===== src/rtl/pipeline_hazard_ctrl_if.sv =====
// rtl/pipeline_hazard_ctrl_if.sv - hazard controller decode/EX inputs and pipeline-register controls
interface pipeline_hazard_ctrl_if #(
  parameter int CNT_W = 16
);
  logic [4:0]       ID_Rs;
  logic [4:0]       ID_Rt;
  logic             ID_UsesRt;
  logic             ID_IsMul;
  logic             ID_jump;
  logic             EX_MemRead;
  logic [4:0]       EX_WriteReg;
  logic             Branch_Taken;
  logic             PC_Write;
  logic             IFID_Write;
  logic             IFID_Flush;
  logic             IDEX_Bubble;
  logic [1:0]       Ctrl_State;
  logic [CNT_W-1:0] Stall_Count;

  modport master (
    output ID_Rs, ID_Rt, ID_UsesRt, ID_IsMul, ID_jump, EX_MemRead, EX_WriteReg, Branch_Taken,
    input  PC_Write, IFID_Write, IFID_Flush, IDEX_Bubble, Ctrl_State, Stall_Count
  );

  modport slave (
    input  ID_Rs, ID_Rt, ID_UsesRt, ID_IsMul, ID_jump, EX_MemRead, EX_WriteReg, Branch_Taken,
    output PC_Write, IFID_Write, IFID_Flush, IDEX_Bubble, Ctrl_State, Stall_Count
  );
endinterface


===== src/rtl/pipeline_hazard_ctrl.sv =====
// rtl/pipeline_hazard_ctrl.sv - load-use, multiply-stall and branch-flush sequencing for IF/ID and ID/EX
module pipeline_hazard_ctrl #(
  parameter int MUL_LATENCY  = 4,
  parameter int FLUSH_CYCLES = 1,
  parameter int CNT_W        = 16
) (
  input  logic                   Clk,
  input  logic                   Reset,
  pipeline_hazard_ctrl_if.slave  hz
);
  localparam int MAXC = (MUL_LATENCY > FLUSH_CYCLES) ? MUL_LATENCY : FLUSH_CYCLES;
  localparam int CW   = $clog2(MAXC + 1);

  typedef enum logic [1:0] {
    RUN      = 2'd0,
    MUL_WAIT = 2'd1,
    FLUSH    = 2'd2
  } state_t;

  state_t           state_q, state_d;
  logic [CW-1:0]    cnt_q, cnt_d;
  logic [CNT_W-1:0] stall_q;
  logic             load_use;
  logic             pc_write, ifid_write, ifid_flush, idex_bubble;

  assign load_use = hz.EX_MemRead && (hz.EX_WriteReg != 5'd0) &&
                    ((hz.EX_WriteReg == hz.ID_Rs) ||
                     (hz.ID_UsesRt && (hz.EX_WriteReg == hz.ID_Rt)));

  always_comb begin
    pc_write    = 1'b1;
    ifid_write  = 1'b1;
    ifid_flush  = 1'b0;
    idex_bubble = 1'b0;
    state_d     = state_q;
    cnt_d       = cnt_q;
    if (hz.Branch_Taken) begin
      // A resolved branch overrides everything, including an in-flight multiply stall.
      ifid_flush  = 1'b1;
      idex_bubble = 1'b1;
      if (FLUSH_CYCLES > 1) begin
        state_d = FLUSH;
        cnt_d   = CW'(FLUSH_CYCLES - 1);
      end else begin
        state_d = RUN;
      end
    end else begin
      case (state_q)
        MUL_WAIT: begin
          pc_write    = 1'b0;
          ifid_write  = 1'b0;
          idex_bubble = 1'b1;
          cnt_d       = cnt_q - CW'(1);
          if (cnt_q <= CW'(1)) state_d = RUN;
        end
        FLUSH: begin
          ifid_flush  = 1'b1;
          idex_bubble = 1'b1;
          cnt_d       = cnt_q - CW'(1);
          if (cnt_q <= CW'(1)) state_d = RUN;
        end
        default: begin
          // Encoding 3 is unreachable in normal operation; it behaves as RUN and recovers.
          state_d = RUN;
          if (load_use) begin
            pc_write    = 1'b0;
            ifid_write  = 1'b0;
            idex_bubble = 1'b1;
          end else if (hz.ID_IsMul) begin
            if (MUL_LATENCY > 1) begin
              state_d = MUL_WAIT;
              cnt_d   = CW'(MUL_LATENCY - 1);
            end
          end else if (hz.ID_jump) begin
            ifid_flush = 1'b1;
          end
        end
      endcase
    end
  end

  always_ff @(posedge Clk or posedge Reset) begin
    if (Reset) begin
      state_q <= RUN;
      cnt_q   <= '0;
      stall_q <= '0;
    end else begin
      state_q <= state_d;
      cnt_q   <= cnt_d;
      if (!pc_write && (stall_q != {CNT_W{1'b1}})) stall_q <= stall_q + CNT_W'(1);
    end
  end

  // Reset holds the pipeline frozen with a bubble in ID/EX regardless of inputs.
  assign hz.PC_Write    = Reset ? 1'b0 : pc_write;
  assign hz.IFID_Write  = Reset ? 1'b0 : ifid_write;
  assign hz.IFID_Flush  = Reset ? 1'b0 : ifid_flush;
  assign hz.IDEX_Bubble = Reset ? 1'b1 : idex_bubble;
  assign hz.Ctrl_State  = state_q;
  assign hz.Stall_Count = stall_q;
endmodule

===== src/flat_wrapper.sv =====
// flat-port wrapper written by rule: the top's interface ports become plain ports
module pipeline_hazard_ctrl_flat 
#(
  parameter int MUL_LATENCY  = 4,
  parameter int FLUSH_CYCLES = 1,
  parameter int CNT_W        = 16
)
  (Clk, Reset, hz_ID_Rs, hz_ID_Rt, hz_ID_UsesRt, hz_ID_IsMul, hz_ID_jump, hz_EX_MemRead, hz_EX_WriteReg, hz_Branch_Taken, hz_PC_Write, hz_IFID_Write, hz_IFID_Flush, hz_IDEX_Bubble, hz_Ctrl_State, hz_Stall_Count);
  pipeline_hazard_ctrl_if #(.CNT_W(CNT_W)) hz_i ();
  input  logic Clk;
  input  logic Reset;
  input wire logic [$bits(hz_i.ID_Rs)-1:0] hz_ID_Rs;
  input wire logic [$bits(hz_i.ID_Rt)-1:0] hz_ID_Rt;
  input wire logic [$bits(hz_i.ID_UsesRt)-1:0] hz_ID_UsesRt;
  input wire logic [$bits(hz_i.ID_IsMul)-1:0] hz_ID_IsMul;
  input wire logic [$bits(hz_i.ID_jump)-1:0] hz_ID_jump;
  input wire logic [$bits(hz_i.EX_MemRead)-1:0] hz_EX_MemRead;
  input wire logic [$bits(hz_i.EX_WriteReg)-1:0] hz_EX_WriteReg;
  input wire logic [$bits(hz_i.Branch_Taken)-1:0] hz_Branch_Taken;
  output wire logic [$bits(hz_i.PC_Write)-1:0] hz_PC_Write;
  output wire logic [$bits(hz_i.IFID_Write)-1:0] hz_IFID_Write;
  output wire logic [$bits(hz_i.IFID_Flush)-1:0] hz_IFID_Flush;
  output wire logic [$bits(hz_i.IDEX_Bubble)-1:0] hz_IDEX_Bubble;
  output wire logic [$bits(hz_i.Ctrl_State)-1:0] hz_Ctrl_State;
  output wire logic [$bits(hz_i.Stall_Count)-1:0] hz_Stall_Count;
  assign hz_i.ID_Rs = hz_ID_Rs;
  assign hz_i.ID_Rt = hz_ID_Rt;
  assign hz_i.ID_UsesRt = hz_ID_UsesRt;
  assign hz_i.ID_IsMul = hz_ID_IsMul;
  assign hz_i.ID_jump = hz_ID_jump;
  assign hz_i.EX_MemRead = hz_EX_MemRead;
  assign hz_i.EX_WriteReg = hz_EX_WriteReg;
  assign hz_i.Branch_Taken = hz_Branch_Taken;
  assign hz_PC_Write = hz_i.PC_Write;
  assign hz_IFID_Write = hz_i.IFID_Write;
  assign hz_IFID_Flush = hz_i.IFID_Flush;
  assign hz_IDEX_Bubble = hz_i.IDEX_Bubble;
  assign hz_Ctrl_State = hz_i.Ctrl_State;
  assign hz_Stall_Count = hz_i.Stall_Count;
  pipeline_hazard_ctrl #(.MUL_LATENCY(MUL_LATENCY), .FLUSH_CYCLES(FLUSH_CYCLES), .CNT_W(CNT_W)) u_core (.Clk(Clk), .Reset(Reset), .hz(hz_i));
endmodule

===== config.mk =====
export PLATFORM = sky130hd
export DESIGN_NAME = pipeline_hazard_ctrl_flat
export DESIGN_NICKNAME = d
export VERILOG_FILES = /design/src/rtl/pipeline_hazard_ctrl_if.sv /design/src/rtl/pipeline_hazard_ctrl.sv /design/src/flat_wrapper.sv
export SDC_FILE = /design/constraint.sdc
export NUM_CORES = 1
export LEC_CHECK = 0
export BUFFER_PORTS_ARGS = -buffer_cell sky130_fd_sc_hd__buf_2
export CELL_PAD_IN_SITES_DETAIL_PLACEMENT = 1
export CELL_PAD_IN_SITES_GLOBAL_PLACEMENT = 1
export CORE_UTILIZATION = 32
export CTS_BUF_LIST = sky130_fd_sc_hd__clkbuf_2
export CTS_CLUSTER_SIZE = 10
export DETAILED_ROUTE_END_ITERATION = 10
export MAX_ROUTING_LAYER = met4
export PLACE_DENSITY = 0.71
export RECOVER_POWER = 100
export SETUP_SLACK_MARGIN = 0.15
export SYNTH_ARGS = -nofsm -noshare
export SYNTH_HDL_FRONTEND = slang
export SYNTH_SLANG_ARGS = --single-unit

===== constraint.sdc =====
create_clock -name Clk -period 2.7 [get_ports Clk]
set_clock_uncertainty 0.1 [all_clocks]
set_input_delay 0.54 -clock Clk [delete_from_list [all_inputs] [get_ports Clk]]
set_output_delay 0.54 -clock Clk [all_outputs]
set_load 0.01 [all_outputs]

==> impl_metrics.env <==
export IMPL_cts_tree="done"
export IMPL_clk_pin_slew_ns=0.18
export IMPL_grt_use_total=0.175
export IMPL_rows=22
export IMPL_period_needed_ns=2.60
export IMPL_ir_drop_mv=0.173
export IMPL_grt_pass1_wl_mm=5.57
export IMPL_drtAntennaViolNets=0
export IMPL_initialDrtViolationCount=35
export IMPL_synth_seq_cells=20
export IMPL_p_leak_nw=0.655
export IMPL_final_cell_mix="22 x clkbuf_1, 20 x buf_2, 20 x dfrtp_1"
export IMPL_postCtsHoldBufs=0
export IMPL_fp_dieH_microns=64.6
export IMPL_syn2layout_area_growth_pct=22.9
export IMPL_ys_types=42
export IMPL_status="finished, final reports clean"
export IMPL_layout_commonest_cell="clkbuf_1"
export IMPL_grt_start_max_net_pins=21
export IMPL_die_w_microns=64.6
export IMPL_end_kind="primary output"
export IMPL_synth_top_family_by_area="simple AND/OR/NAND/NOR gates"
export IMPL_clk_latency_ns=0.32
export IMPL_drive_gt1_frac=0.182
export IMPL_synth_simple_area_share=0.193
export IMPL_nNetsFinal=202
export IMPL_ys_flop_type="dfrtp_1"
export IMPL_seq_power_share=0.524
export IMPL_fin_setup_tns_ns=0
export IMPL_p_clk_frac=0.153
export IMPL_routabilityCongestion=0.710
export IMPL_io_buffers=42
export IMPL_internal_power_w=0.000505
export IMPL_power_density_nw_per_um2=530
export IMPL_cts_sink_count=20
export IMPL_antenna_found_initial=0
export IMPL_design_area_sq_um=1540
export IMPL_synth_warnings=0
export IMPL_viasPerCell=5.19
export IMPL_synth_async_reset_ratio=1.00
export IMPL_critPathRequiredTime_ns=2.06
export IMPL_startpoint_type="input pin"
export IMPL_synth_edff_count=0
export IMPL_cts_buffer_depth=2
export IMPL_max_freq_mhz=384
export IMPL_regArea_sq_um=500
export IMPL_die_area_sq_um=4170
export IMPL_design_core_area_sq_um=3720
export IMPL_crit_fanout=3
export IMPL_criticalPathCategory="in -> out"
export IMPL_synth_fa_ha_area_frac=0.0300
export IMPL_slew_headroom=0.253
export IMPL_grt_pass1_vias=1187
export IMPL_initial_utilization=0.337
export IMPL_cts_buffers=3
export IMPL_power_frac_comb=0.323
export IMPL_dr_total_vias=1162
export IMPL_syn_num_nets=154
export IMPL_place_area_sq_um=1520
export IMPL_setup_viol=0
export IMPL_synth_compound_area_frac=0.157
export IMPL_tightest_slew_ns=1.12
export IMPL_multi_input_area_sq_um=709
export IMPL_root_buffer="clkbuf_2"
export IMPL_synth_xor_area_frac=0.168
export IMPL_overflow=0
export IMPL_h_tree_depth=1
export IMPL_synth_area_per_cell_sq_um=9.71
export IMPL_rsz0062_at_grt="true"
export IMPL_n_fill_cell=468
export IMPL_syn_area_sq_um=1250
export IMPL_wirelength_mm=3.26
export IMPL_drc_errors=0
export IMPL_drt_pass1_iterations=4
export IMPL_finalCritPeriodShare=0.963
export IMPL_dp_hpwl_mm=2.46
export IMPL_syn_instance_count=129
export IMPL_cap_violations=0
export IMPL_ioPinCount=44
export IMPL_finalMaxSlewViolations=0
export IMPL_antenna_cells=0
export IMPL_cp_arrival_ns=1.96
export IMPL_p_sw_frac=0.381
export IMPL_switching_power_w=0.000311
export IMPL_wl_per_cell_microns=14.6
export IMPL_synth_area_mux_share=0.0170
export IMPL_hold_viol=0
export IMPL_hold_class="reg -> reg"
export IMPL_ys_seq_area_frac=0.400
[power by group through the flow]
stage | sequential [W] | combinational [W] | clock [W]
after detailed placement | 0.000432 | 0.000268 | 0
final | 0.000427 | 0.000263 | 0.000125
after global placement | 0.000425 | 0.000255 | 0
after CTS | 0.000425 | 0.000272 | 0.000132
after global routing | 0.000438 | 0.000298 | 0.000149
after floorplan | 0.000429 | 0.000163 | 0
[final cells by class]
cell class	count	area share
Timing Repair Buffer	47	0.150
Clock buffer	3	0.00976
Inverter	5	0.0122
Sequential cell	20	0.325
Tap cell	48	0.0390
Multi-Input combinational cell	100	0.461
Clock inverter	1	0.00244
[cells by family after synthesis]
logic type,after synthesis
simple gates,46
fa+ha+maj,3
other cells,1
buf+inv,9
compound gates,24
mux,2
xor+xnor,24
flops,20
[layer usage]
layer  part of all wire  global-route usage  vias up
met2               0.51               0.295       39
met4             0.0070              0.0583        0
met5                  0                   -        -
met3              0.044              0.0194        2
met1               0.44               0.218      567
li1                   -                   -      554
[cells in the mapped netlist (2+ instances only)]
master	number	area share
o21a_1	2	0.012
ha_1	3	0.030
and3_1	3	0.015
buf_4	2	0.012
inv_1	5	0.015
nor3_1	3	0.012
o21bai_1	2	0.012
o211ai_1	3	0.018
nand4_1	7	0.035
dfrtp_1	20	0.40
nor2_1	11	0.033
o2111ai_1	2	0.014
nand3_1	6	0.024
a31oi_1	2	0.010
clkbuf_1	2	0.0060
a41oi_1	2	0.014
xnor2_1	17	0.12
xor2_1	7	0.049
nand2_1	7	0.021
[registers in the layout, indices dropped and copies added (netlist names)]
| name | cells |
|---|---|
| u_core.hz.Stall_Count | 16 |
| u_core.cnt_q | 3 |
| u_core.hz.Ctrl_State | 1 |
[critical path: stages]
cell	delay (ns)
buf_8	0.10
or4_4	0.51
o21a_1	0.22
a21boi_4	0.14
nor2_1	0.14
a32o_1	0.18
buf_2	0.13
[per-stage QoR]
stage | hold slack (ns) | std cells | utilization | power [W] | setup slack (ns)
finish | 0.418 | 224 | 0.414 | 0.000816 | 0.0992
global route | 0.457 | 224 | 0.414 | 0.000886 | 0.0420
CTS | 0.160 | 222 | 0.415 | 0.000829 | 0.116
detailed placement | 0.389 | 217 | 0.408 | 0.000700 | 0.0917
global placement | 0.382 | 217 | 0.408 | 0.000680 | 0.110
floorplan | 0.408 | 129 | - | 0.000592 | 0.248
[path summary, 6_finish.rpt]
check	from	endpoint	slack [ns]	cells past startpoint
min in group asynchronous	Reset	u_core.hz.Stall_Count[1]$_DFFE_PP0P_	0.51	3
max in group asynchronous	Reset	u_core.hz.Stall_Count[11]$_DFFE_PP0P_	1.33	3
hold reg to reg	u_core.hz.Stall_Count[11]$_DFFE_PP0P_	u_core.hz.Stall_Count[11]$_DFFE_PP0P_	0.42	1
setup reg to reg	u_core.hz.Stall_Count[0]$_DFFE_PP0P_	u_core.hz.Stall_Count[1]$_DFFE_PP0P_	0.47	7
hold / removal	u_core.hz.Stall_Count[11]$_DFFE_PP0P_	u_core.hz.Stall_Count[11]$_DFFE_PP0P_	0.42	1
setup / recovery	hz_EX_WriteReg[4]	hz_IFID_Flush	0.1	7
[repair_timing]
item	4_1_cts	5_1_grt
resized for setup	1	6
setup endpoints to repair	3	3
pin swaps	1	5
setup buffers	1	2
Power figures use the tool's default switching activity.
